**src/rtl/fp_align_seq.sv**
```systemverilog
// Exponent-alignment sequencer for the FP add/sub path.
// Picks the larger-exponent operand and shifts the smaller mantissa right one bit
// per clock into a {man, G, R, S} field. A start/done handshake frames each operation.
module fp_align_seq #(
    parameter int unsigned EXP_W     = 8,
    parameter int unsigned MAN_W     = 24,
    parameter int unsigned MAX_SHIFT = 26
) (
    input  logic             clk,
    input  logic             rst,
    input  logic             start,
    input  logic [EXP_W-1:0] a_exp,
    input  logic [MAN_W-1:0] a_man,
    input  logic [EXP_W-1:0] b_exp,
    input  logic [MAN_W-1:0] b_man,
    output logic             busy,
    output logic             done,
    output logic             swap,
    output logic [EXP_W-1:0] exp_diff,
    output logic [EXP_W-1:0] big_exp,
    output logic [MAN_W-1:0] big_man,
    output logic [MAN_W+2:0] sml_man
);

    localparam logic [EXP_W-1:0] MaxShiftW = EXP_W'(MAX_SHIFT);

    typedef enum logic [1:0] {StIdle, StDiff, StShift, StDone} state_e;

    state_e           state_q, state_d;
    logic             busy_q, busy_d;
    logic [EXP_W-1:0] a_exp_q, a_exp_d, b_exp_q, b_exp_d;
    logic [MAN_W-1:0] a_man_q, a_man_d, b_man_q, b_man_d;
    logic [EXP_W-1:0] cnt_q, cnt_d;
    logic             swap_q, swap_d;
    logic [EXP_W-1:0] exp_diff_q, exp_diff_d;
    logic [EXP_W-1:0] big_exp_q, big_exp_d;
    logic [MAN_W-1:0] big_man_q, big_man_d;
    logic [MAN_W+2:0] sml_man_q, sml_man_d;

    // Extra MSB of the subtraction is the borrow, so the difference never wraps
    logic [EXP_W:0]   diff_full;
    logic             borrow;
    logic [EXP_W-1:0] abs_diff;
    logic [MAN_W-1:0] small_man;

    // Magnitude and operand selection from the latched exponents
    always_comb begin
        diff_full = {1'b0, a_exp_q} - {1'b0, b_exp_q};
        borrow    = diff_full[EXP_W];
        abs_diff  = borrow ? (~diff_full[EXP_W-1:0] + EXP_W'(1)) : diff_full[EXP_W-1:0];
        small_man = borrow ? a_man_q : b_man_q;
    end

    // Next-state and datapath updates
    always_comb begin
        state_d    = state_q;
        busy_d     = busy_q;
        a_exp_d    = a_exp_q;
        a_man_d    = a_man_q;
        b_exp_d    = b_exp_q;
        b_man_d    = b_man_q;
        cnt_d      = cnt_q;
        swap_d     = swap_q;
        exp_diff_d = exp_diff_q;
        big_exp_d  = big_exp_q;
        big_man_d  = big_man_q;
        sml_man_d  = sml_man_q;
        case (state_q)
            StIdle: begin
                if (start) begin
                    a_exp_d = a_exp;
                    a_man_d = a_man;
                    b_exp_d = b_exp;
                    b_man_d = b_man;
                    busy_d  = 1'b1;
                    state_d = StDiff;
                end
            end
            StDiff: begin
                swap_d     = borrow;
                exp_diff_d = abs_diff;
                big_exp_d  = borrow ? b_exp_q : a_exp_q;
                big_man_d  = borrow ? b_man_q : a_man_q;
                sml_man_d  = {small_man, 3'b000};
                cnt_d      = abs_diff;
                if (abs_diff == '0) begin
                    state_d = StDone;
                end else if (abs_diff > MaxShiftW) begin
                    // Everything falls below the round position; only sticky survives
                    sml_man_d = {{(MAN_W+2){1'b0}}, |small_man};
                    state_d   = StDone;
                end else begin
                    state_d = StShift;
                end
            end
            StShift: begin
                sml_man_d = {1'b0, sml_man_q[MAN_W+2:2], sml_man_q[1] | sml_man_q[0]};
                cnt_d     = cnt_q - EXP_W'(1);
                if (cnt_q == EXP_W'(1)) begin
                    state_d = StDone;
                end
            end
            StDone: begin
                busy_d  = 1'b0;
                state_d = StIdle;
            end
            default: state_d = StIdle;
        endcase
    end

    // State and datapath registers, cleared asynchronously
    always_ff @(posedge clk or posedge rst) begin
        if (rst) begin
            state_q    <= StIdle;
            busy_q     <= 1'b0;
            a_exp_q    <= '0;
            a_man_q    <= '0;
            b_exp_q    <= '0;
            b_man_q    <= '0;
            cnt_q      <= '0;
            swap_q     <= 1'b0;
            exp_diff_q <= '0;
            big_exp_q  <= '0;
            big_man_q  <= '0;
            sml_man_q  <= '0;
        end else begin
            state_q    <= state_d;
            busy_q     <= busy_d;
            a_exp_q    <= a_exp_d;
            a_man_q    <= a_man_d;
            b_exp_q    <= b_exp_d;
            b_man_q    <= b_man_d;
            cnt_q      <= cnt_d;
            swap_q     <= swap_d;
            exp_diff_q <= exp_diff_d;
            big_exp_q  <= big_exp_d;
            big_man_q  <= big_man_d;
            sml_man_q  <= sml_man_d;
        end
    end

    assign busy     = busy_q;
    assign done     = (state_q == StDone);
    assign swap     = swap_q;
    assign exp_diff = exp_diff_q;
    assign big_exp  = big_exp_q;
    assign big_man  = big_man_q;
    assign sml_man  = sml_man_q;

endmodule
```
**config.mk**
```make
export PLATFORM = sky130hd
export DESIGN_NAME = fp_align_seq
export DESIGN_NICKNAME = d
export VERILOG_FILES = /design/src/rtl/fp_align_seq.sv
export SDC_FILE = /design/constraint.sdc
export NUM_CORES = 1
export LEC_CHECK = 0
export ABC_AREA = 1
export ABC_CLOCK_PERIOD_IN_PS = 9500
export CORE_MARGIN = 1.5
export CORE_UTILIZATION = 45
export CTS_CLUSTER_DIAMETER = 50
export DETAILED_ROUTE_END_ITERATION = 12
export PLACE_DENSITY = 0.7
export SYNTH_ARGS = -nofsm -noshare
export SYNTH_HDL_FRONTEND = slang
export SYNTH_SLANG_ARGS = --single-unit
```
**constraint.sdc**
```tcl
create_clock -name clk -period 9.5 [get_ports clk]
set_input_delay 1.9 -clock clk [delete_from_list [all_inputs] [get_ports clk]]
set_output_delay 1.9 -clock clk [all_outputs]
set_load 0.01 [all_outputs]
```
Word-level counts from Yosys, hierarchy flattened
Cells that the tools add are included.

storage, ports and cells
  bits in registers = 143
  output and inout port bits = 70
  input port bits = 67

cells by class
  bitwise operators = 2
  $lt $le $gt $ge = 1
  multiplexer cells = 15
  add/subtract/negate cells = 3
  equal/unequal tests = 6
  reduce and logical (&&, ||, !) cells = 8

operator list
  cell                 count
  $mux 27              2
  $pmux 27 s2          1
  $mux 24              2
  $reduce_or 24->1     1
  $mux 8               2
  $pmux 8 s2           1
  $sub 8x8->9          1
  $add 8x1->8 const B  1
  $eq 8x1->1 const B   1
  $gt 8x5->1 const B   1
  $logic_not 8->1      1
  $not 8->8            1
  $pmux 2 s4           1
  $sub 8x1->8 const B  1
  $reduce_and 2->1     3
  $eq 2x2->1 const B   2
  $mux 2               2
  $ne 2x2->1 const B   2
  $reduce_bool 2->1    2
  $mux 1               3
  $eq 2x1->1 const B   1
  $logic_not 2->1      1
  $pmux 1 s2           1
  $or 1x1->1           1

Logic depth before layout (Yosys ltp)
Gate-level depths: netlist of the first run.

  depth after elaboration = 8
  depth in mapped cells = 20
  mapped depth without buffers = 20

Worst setup path before layout of the first run
No wires, ideal clock.

  kind = input to register
  start = input port start
  end = register a_exp_q[1]
  path buffers = 2
  setup slack = 6636 ps
  data required time = 9417 ps
  stages on the path = 6
  library setup time = 83 ps
  arrival = 2781 ps
  path through = nand2_1 > clkinv_1 > clkbuf_1 > buf_1 > nand2_1 > o21ai_0

between the ends
  word-level cells in the longest chain between the ends = 1

ends and longest elaborated chain
  element                     line  source
  start: declaration          11    input logic start,
  $reduce_and 2->1 (no line)  -
  end signal: assignment      129   a_exp_q <= a_exp_d;
  end: declaration            31    logic [EXP_W-1:0] a_exp_q, a_exp_d, b_exp_q, b_exp_d;

No other way between the ends.
A chain may end at the register's enable or synchronous reset.

Final worst setup path of the first run
  start = input port start
  end = register a_man_q[3]

between the ends
  word-level cells in the longest chain between the ends = 1

ends and longest elaborated chain
  element                     line  source
  $reduce_and 2->1 (no line)  -
  end signal: assignment      130   a_man_q <= a_man_d;
  end: declaration            32    logic [MAN_W-1:0] a_man_q, a_man_d, b_man_q, b_man_d;

No other way between the ends.

==> flow_summary.json, run 1 <==
{
  "startpoint_type": "primary input",
  "drtIter0Drc": 585,
  "start_util_pct": 46.53,
  "area_growth_pct": 27.16,
  "cp.arrival_ns": 4.32,
  "cap_violations": 0,
  "clkSlewWorstSetupHoldPaths_ns": 0.06,
  "antenna_left": 0,
  "synth_common_cells": "275 x nand2_1, 143 x dfrtp_1, 114 x o21ai_0, 84 x inv_1, 82 x a21oi_1",
  "hold_buffers": 0,
  "ys_ff_latch": 143,
  "synthCells": 961,
  "clockBufferDepth": 2,
  "synthArstFlopShare_pct": 100.0,
  "syn-num-nets": 1045,
  "worstMarginPinSlew_ns": 0.9979,
  "fin_crit_sh_pct": 42.58,
  "synth_top_area_cell": "dfrtp_1",
  "port_buffers": 136,
  "rsz0062_at_grt": "false",
  "grt_usage_pct": 23.24,
  "die_h_um": 131.6,
  "dp_hpwl_um": 13340,
  "die_w_um": 131.6,
  "slowest_delay_ns": 0.63,
  "gp_congestion": 0.8485,
  "synth.top_cells.by_area": "dfrtp_1 48%, nand2_1 14%, o21ai_0 7.7%",
  "antenna_found_initial": 0,
  "insertion_delay_ns": 0.42,
  "fp-row-count": 46,
  "seq_area_frac_synth_pct": 48.07,
  "finalSetupTns_ns": 0,
  "core_area_mm2": 0.01600,
  "stdcell_count": 1294,
  "setup_viol": 0,
  "dr.pass1.iters": 4,
  "cts_root_buf": "clkbuf_16",
  "final_layout_size_suffix_gt1_share_pct": 6.772,
  "final_util_pct": 59.16,
  "slowest_stage": "inv_2",
  "fin_crit_ns": 4.045,
  "holdCritPathClass": "register to register",
  "cts_setup_buffers": 0,
  "synth_top_area_share_pct": 48.07,
  "h-tree-depth": 4,
  "ios": 137,
  "crit_required_ns": 9.77,
  "cp_max_fo": 73,
  "antenna_cells": 0,
  "dp_cells": 1262,
  "wl_um": 19440,
  "yosysMostFrequentCell": "nand2_1",
  "synth_area_mm2": 0.007445,
  "grt_pass1_vias": 6295,
  "cts_tree": "done",
  "grt_max_degree": 98,
  "hold_violations": 0,
  "num_vias": 6701,
  "drc": 0,
  "status": "finished clean",
  "yosysWarnings": 0,
  "die-area_mm2": 0.01732,
  "cts.sinks": 143,
  "critPathKind": "primary input to register",
  "grt_pass1_wl_um": 32110,
  "cts_inserted_buffers": 17,
  "viasPerCell": 5.179,
  "synth_edf_count": 0,
  "yosys_most_used_dff": "dfrtp_1",
  "cts_resized": 0,
  "synth.distinct_cells": 43,
  "rrSetupSlack_ns": 5.63,
  "holdWs_ns": 0.4777,
  "grt_overflow": 0,
  "fin_skew_ns": 0.008716,
  "fmax_mhz": 247.2,
  "syn_avg_cell_area_um2": 7.747,
  "max_slew_margin_pct": 33.47,
  "wire_per_inst_um": 15.03,
  "slew_viol_final": 0,
  "end_kind": "register",
  "worstPathCellList": "clkdlybuf4s50_1 -> nand2_1 -> inv_2 -> buf_4 -> o21ai_0",
  "nets": 1149
}
[worst paths after layout]
kind,startpoint,to,depth (start not counted)
worst max-delay path,start,a_man_q[3],5
worst min-delay path,big_exp[1],big_exp[1],2
worst max register to register,a_exp_q[5],sml_man[26],14
worst min register to register,big_exp[1],big_exp[1],2
max in group asynchronous,rst,a_exp_q[3],3
min in group asynchronous,rst,cnt_q[5],2
[through the flow]
| stage | cell area [um^2] | setup slack [ns] |
|---|---|---|
| detailed placement | 8837 | 5.074 |
| CTS | 9467 | 5.518 |
| floorplan | 7445 | 3.762 |
| global route | 9467 | 5.257 |
| global placement | 8837 | 5.190 |
| finish | 9467 | 5.455 |
[cell type report]
class / instances / area, um^2
Multi-Input combinational cell: 672 / 3248
Fill cell: 1494 / 6534
Sequential cell: 143 / 3578
Inverter: 91 / 349.1
Tap cell: 216 / 270.3
Clock buffer: 19 / 442.9
Timing Repair Buffer: 140 / 1391
Clock inverter: 13 / 186.4
[state kept, by name (all words and copies together), names as in the netlist, 24 cells and up]
signal	count
a_man_q	24
big_man	24
sml_man	27
b_man_q	24
[metal layers]
| layer | up-vias | wire, um | global-route usage [%] |
|---|---|---|---|
| li1 | 3304 | - | - |
| met1 | 3150 | 9317 | 33.77 |
| met2 | 216 | 8679 | 34.91 |
| met3 | 31 | 1047 | 3.819 |
| met4 | 0 | 398 | 8.519 |
| met5 | - | 0 | 0 |
[worst max-delay path: cells and delay by family]
| family | cells | cell delay (ns) |
|---|---|---|
| compound gates | 1 | 0.17 |
| buf+inv | 3 | 1.82 |
| simple gates | 1 | 0.37 |
[cell families (layout without fill, tap and decap cells)]
kind of cell    Yosys count  in the layout  share of synthesized area (%)
compound gates          217            217                          15.24
xor+xnor                  4              4                         0.4707
fa+ha+maj                17             17                          2.958
buf+inv                 146            263                          8.336
simple gates            434            434                          24.92
flops                   143            143                          48.07
[cells in the final DEF (no fill, tap or decap), types with 3 or more instances in the layout]
| master | instances |
|---|---|
| inv_2 | 7 |
| buf_4 | 4 |
| inv_1 | 82 |
| o21ai_1 | 6 |
| bufinv_16 | 4 |
| xor2_1 | 3 |
| nand2_2 | 5 |
| ha_1 | 15 |
| a21oi_1 | 82 |
| o21ai_0 | 114 |
| o21ai_2 | 3 |
| nand3_2 | 11 |
| nand2_1 | 275 |
| dfrtp_1 | 143 |
| clkinv_4 | 4 |
| nor2_1 | 79 |
| clkinv_2 | 3 |
| clkbuf_16 | 17 |
| nand4_1 | 10 |
| nand3_1 | 46 |
| clkdlybuf4s50_1 | 136 |
Power of run 1 is left out: the tool's default activity adds up to more than one toggle a clock period on the data nets, which glitch-free logic cannot reach.
==> run 2, diff against run 1 <==
--- a/config.mk
+++ b/config.mk
@@ -6,12 +6,12 @@
 export NUM_CORES = 1
 export LEC_CHECK = 0
 export ABC_AREA = 1
-export ABC_CLOCK_PERIOD_IN_PS = 9500
+export ABC_CLOCK_PERIOD_IN_PS = 3650
 export CORE_MARGIN = 1.5
 export CORE_UTILIZATION = 45
 export CTS_CLUSTER_DIAMETER = 50
 export DETAILED_ROUTE_END_ITERATION = 12
-export PLACE_DENSITY = 0.7
+export PLACE_DENSITY = 0.73
 export SYNTH_ARGS = -nofsm -noshare
 export SYNTH_HDL_FRONTEND = slang
 export SYNTH_SLANG_ARGS = --single-unit
==> constraint.sdc (replaced) <==
create_clock -name clk -period 3.65 [get_ports clk]
set_input_delay 0.73 -clock clk [delete_from_list [all_inputs] [get_ports clk]]
set_output_delay 0.73 -clock clk [all_outputs]
set_load 0.01 [all_outputs]
==> run 2 against run 1 <==
  * Register-to-register slack worse by 5.2 ns
  * Highest routed layer unchanged
  * First-iteration DRC count rose by 36%
  * Critical endpoint is now sml_man[0]
  * Clock skew about the same
  * Via count rose by 1.7%
  * Setup slack worse by 5.0 ns
==> flow_summary.json, run 2 (synthesis results as in run 1) <==
{
  "crit_start": "a_exp_q[0]",
  "rsz0062_at_grt": "false",
  "top_usage_layer": "met1",
  "hold_violations": 0,
  "status": "finished clean",
  "r2r-end": "sml_man[0]",
  "ios": 137,
  "use_met1_pct": 34.70,
  "worstMarginPinSlew_ns": 0.9312,
  "slowest_stage": "fa_1",
  "drc": 0,
  "cap_violations": 0,
  "wl_um": 19860,
  "hold_buffers": 0,
  "min_from": "exp_diff[4]",
  "cp_top_family": "simple AND/OR/NAND/NOR gates",
  "cp_max_fo": 62,
  "fin_crit_ns": 3.195,
  "startpoint_type": "register",
  "cpMostUsedCell": "nand2_1",
  "grt_overflow": 0,
  "antenna_cells": 0,
  "cts_resized": 0,
  "slowest_delay_ns": 0.43,
  "setup_viol": 0,
  "largest_reg_flops": 27,
  "grt_pass1_vias": 6513,
  "fin_crit_sh_pct": 87.54,
  "wire_per_inst_um": 15.27,
  "end_kind": "register",
  "use_met2_pct": 34.50,
  "crit_required_ns": 3.96,
  "slew_viol_final": 0,
  "port_buffers": 136,
  "drtIter0Drc": 795,
  "min_delay_worst_endpoint": "exp_diff[4]",
  "die-area_mm2": 0.01732,
  "fp-row-count": 46,
  "gp_congestion": 0.9007,
  "layout_commonest_cell": "nand2_1",
  "nets": 1155,
  "cts_inserted_buffers": 17,
  "final_layout_size_suffix_gt1_share_pct": 7.196,
  "max_slew_margin_pct": 37.92,
  "cts_setup_buffers": 0,
  "r2r_start": "a_exp_q[0]",
  "holdCritPathClass": "register to register",
  "dp_hpwl_um": 13520,
  "area_growth_pct": 28.77,
  "clockBufferDepth": 2,
  "critPathKind": "register to register",
  "rrSetupSlack_ns": 0.45,
  "r2r_cells": 17,
  "clkSlewWorstSetupHoldPaths_ns": 0.06,
  "h-tree-depth": 4,
  "die_w_um": 131.6,
  "grt_max_degree": 144,
  "fmax_mhz": 313.0,
  "antenna_left": 0,
  "insertion_delay_ns": 0.43,
  "holdWs_ns": 0.4820,
  "cts_tree": "done",
  "cts.sinks": 143,
  "dr.pass1.iters": 7,
  "cp.arrival_ns": 3.50,
  "final_cell_mix": "275 x nand2_1, 143 x dfrtp_1, 136 x clkdlybuf4s50_1",
  "fin_skew_ns": 0.008907,
  "core_area_mm2": 0.01600,
  "num_vias": 6814,
  "antenna_found_initial": 0,
  "path_buf_inv": 3,
  "stdcell_count": 1300,
  "start_util_pct": 46.53,
  "worstPathCellList": "inv_1 -> ha_1 -> inv_1 -> fa_1 -> nand2_1 -> nand2_2 -> nand3_4 -> nand2_4 -> buf_12 -> o21ai_0 -> nand2_1 -> nor2_1 -> nand2_1 -> nor2_1 -> a21oi_1 -> nand2_1 -> a21oi_1",
  "gr-usage-met3_pct": 4.823,
  "finalSetupTns_ns": 0,
  "grt_pass1_wl_um": 33220,
  "grt_usage_pct": 23.83,
  "hold_depth": 2,
  "viasPerCell": 5.242,
  "cts_root_buf": "clkbuf_16",
  "die_h_um": 131.6,
  "dp_cells": 1268
}
[run 2: final cells by class]
cell class | count | area, um^2
Fill cell | 1459 | 6414
Sequential cell | 143 | 3578
Multi-Input combinational cell | 672 | 3248
Timing Repair Buffer | 146 | 1499
Clock buffer | 19 | 432.9
Inverter | 91 | 347.8
Tap cell | 216 | 270.3
Clock inverter | 13 | 210.2
[run 2: metal layers]
| layer | wire length (um) | vias to the layer above |
|---|---|---|
| li1 | - | 3316 |
| met1 | 9314 | 3206 |
| met2 | 8825 | 252 |
| met3 | 1208 | 40 |
| met4 | 510 | 0 |
| met5 | 0 | - |
[run 2: worst max path at each step]
| stage | to | slack [ns] | cells past startpoint |
|---|---|---|---|
| floorplan | a_exp_q[0] | 1.13 | 1 |
| global placement | sml_man[26] | 0.62 | 17 |
| detailed placement | sml_man[0] | 0.51 | 17 |
| CTS | sml_man[0] | 0.46 | 17 |
| global route | sml_man[0] | 0.13 | 17 |
| finish | sml_man[0] | 0.45 | 17 |
[run 2: through the flow]
step                instance area (um^2)  util [%]  setup slack, ns
CTS                                 9587     59.92           0.4642
floorplan                           7448         -            1.129
finish                              9587     59.92           0.4547
global route                        9587     59.92           0.1332
detailed placement                  8944     55.90           0.5143
global placement                    8944     55.90           0.6192
[run 2: worst min-delay path, cell delays in order (launching register included)]
cell	delay, ns
dfrtp_1	0.34
nand2_1	0.05
o21ai_0	0.06
Power of run 2 is left out for the same reason.
==> run 3, diff against run 2 <==
--- a/config.mk
+++ b/config.mk
@@ -6,12 +6,12 @@
 export NUM_CORES = 1
 export LEC_CHECK = 0
 export ABC_AREA = 1
-export ABC_CLOCK_PERIOD_IN_PS = 3650
+export ABC_CLOCK_PERIOD_IN_PS = 3500
 export CORE_MARGIN = 1.5
 export CORE_UTILIZATION = 45
 export CTS_CLUSTER_DIAMETER = 50
 export DETAILED_ROUTE_END_ITERATION = 12
-export PLACE_DENSITY = 0.73
+export PLACE_DENSITY = 0.7
 export SYNTH_ARGS = -nofsm -noshare
 export SYNTH_HDL_FRONTEND = slang
 export SYNTH_SLANG_ARGS = --single-unit
==> constraint.sdc (replaced) <==
create_clock -name clk -period 3.5 [get_ports clk]
set_input_delay 0.7 -clock clk [delete_from_list [all_inputs] [get_ports clk]]
set_output_delay 0.7 -clock clk [all_outputs]
set_load 0.01 [all_outputs]
==> run 3 against run 2 <==
  * Cell count up 0.54%
  * Clock skew up 0.0025 ns
  * Core utilization about the same
  * Non-clock buffer count up 7
  * Via count down 3.2%
  * Sequential share of layout area about the same
  * Critical path type unchanged
  * Critical endpoint unchanged
==> flow_summary.json, run 3 (synthesis results as in run 1) <==
{
  "die_h_um": 131.6,
  "h-tree-depth": 4,
  "end_kind": "register",
  "final_cell_mix": "275 x nand2_1, 143 x dfrtp_1, 136 x clkdlybuf4s50_1",
  "antenna_found_initial": 0,
  "multi_input_area_mm2": 0.003257,
  "start_util_pct": 46.53,
  "clkSlewWorstSetupHoldPaths_ns": 0.06,
  "r2r-end": "sml_man[0]",
  "slew_viol_final": 0,
  "fmax_mhz": 326.7,
  "wl_um": 19540,
  "crit_required_ns": 3.81,
  "drc": 0,
  "grt_overflow": 0,
  "critPathKind": "register to register",
  "r2r_cells": 18,
  "cts_root_buf": "clkbuf_16",
  "gp_congestion": 0.8530,
  "finalSetupTns_ns": 0,
  "antenna_left": 0,
  "fin_crit_ns": 3.061,
  "hold_violations": 0,
  "startpoint_type": "register",
  "crit_end": "sml_man[0]",
  "worstMarginPinSlew_ns": 0.7276,
  "die_w_um": 131.6,
  "layout_commonest_cell": "nand2_1",
  "grt_max_degree": 64,
  "ios": 137,
  "clockBufferDepth": 2,
  "fin_crit_sh_pct": 87.46,
  "antenna_cells": 0,
  "max_slew_margin_pct": 51.42,
  "largest_reg_flops": 27,
  "rsz0062_at_grt": "false",
  "wire_per_inst_um": 14.95,
  "cts_setup_buffers": 0,
  "cts_inserted_buffers": 17,
  "viasPerCell": 5.046,
  "dp_hpwl_um": 14160,
  "rrSetupSlack_ns": 0.44,
  "num_vias": 6595,
  "drtIter0Drc": 449,
  "fp-row-count": 46,
  "grt_usage_pct": 23.49,
  "insertion_delay_ns": 0.43,
  "grt_pass1_wl_um": 32580,
  "r2r_start": "b_exp_q[0]",
  "fin_skew_ns": 0.01137,
  "fill_cells": 1503,
  "cts.sinks": 143,
  "dr.pass1.iters": 7,
  "status": "finished clean",
  "nets": 1162,
  "holdWs_ns": 0.4792,
  "cap_violations": 0,
  "cts_tree": "done",
  "crit_start": "b_exp_q[0]",
  "cp.arrival_ns": 3.37,
  "core_area_mm2": 0.01600,
  "final_layout_size_suffix_gt1_share_pct": 7.883,
  "hold_depth": 2,
  "cp_max_fo": 39,
  "area_growth_pct": 28.76,
  "grt_pass1_vias": 6356,
  "holdCritPathClass": "register to register",
  "regArea_mm2": 0.003578,
  "port_buffers": 136,
  "die-area_mm2": 0.01732,
  "setup_viol": 0
}
-- run 3: cell types whose count changed in the layout (fill, tap and decap cells not counted), moves of 2 or more --
cell,before,now
buf_12,5,3
buf_4,5,14
bufinv_16,5,3
clkinv_4,1,3
inv_6,3,1
-- run 3: worst min path at each step --
| stage | slack, ns | startpoint | to |
|---|---|---|---|
| floorplan | 0.46 | a_man_q[10] | a_man_q[10] |
| global placement | 0.46 | exp_diff[3] | exp_diff[3] |
| detailed placement | 0.47 | big_exp[1] | big_exp[1] |
| CTS | 0.49 | big_exp[1] | big_exp[1] |
| global route | 0.51 | big_man[3] | big_man[3] |
| finish | 0.48 | exp_diff[3] | exp_diff[3] |
-- run 3: stage by stage --
step	cells	instance area, um^2	utilization (%)	setup slack [ns]
3_3_place_gp	1275	8971	56.07	0.4658
3_5_place_dp	1275	8971	56.07	0.3433
4_1_cts	1307	9577	59.85	0.3316
2_1_floorplan	961	7448	-	0.9993
5_1_grt	1307	9585	59.91	0.07076
6_report	1307	9585	59.91	0.4388
-- run 3: worst max-delay path: stages (launching register included) --
cell and delay, ns:
dfrtp_1 0.40, ha_1 0.18, inv_1 0.09, fa_1 0.24, nand2_1 0.09, nand2_2 0.12
nand3_4 0.23, nand2_8 0.30, buf_4 0.27, buf_4 0.31, nand2_1 0.09, nand2_1 0.10
nand2_1 0.06, nor2_1 0.11, nand2_1 0.06, nor2_1 0.10, a21oi_1 0.07, nand2_1 0.08
a21oi_1 0.06
-- run 3: routing by layer --
| layer | vias to the layer above | part of all wire, % | GRT usage, % |
|---|---|---|---|
| li1 | 3332 | - | - |
| met1 | 3032 | 49 | 34.82 |
| met2 | 197 | 43 | 33.60 |
| met3 | 34 | 5.2 | 4.745 |
| met4 | 0 | 2.3 | 9.074 |
| met5 | - | 0 | 0 |
-- run 3: repair_timing --
item                                    4_1_cts  5_1_grt
hold buffers                                  0        0
endpoints found under the setup margin        0        1
resized for setup                             0        1
endpoints found under the hold margin         0        0
-- run 3: layout make-up --
cell class	instances	share of cell area, %
Inverter	91	3.629
Clock buffer	19	4.621
Tap cell	216	2.819
Multi-Input combinational cell	672	33.98
Sequential cell	143	37.33
Timing Repair Buffer	153	15.92
Clock inverter	13	1.697
Power of run 3 is left out for the same reason.
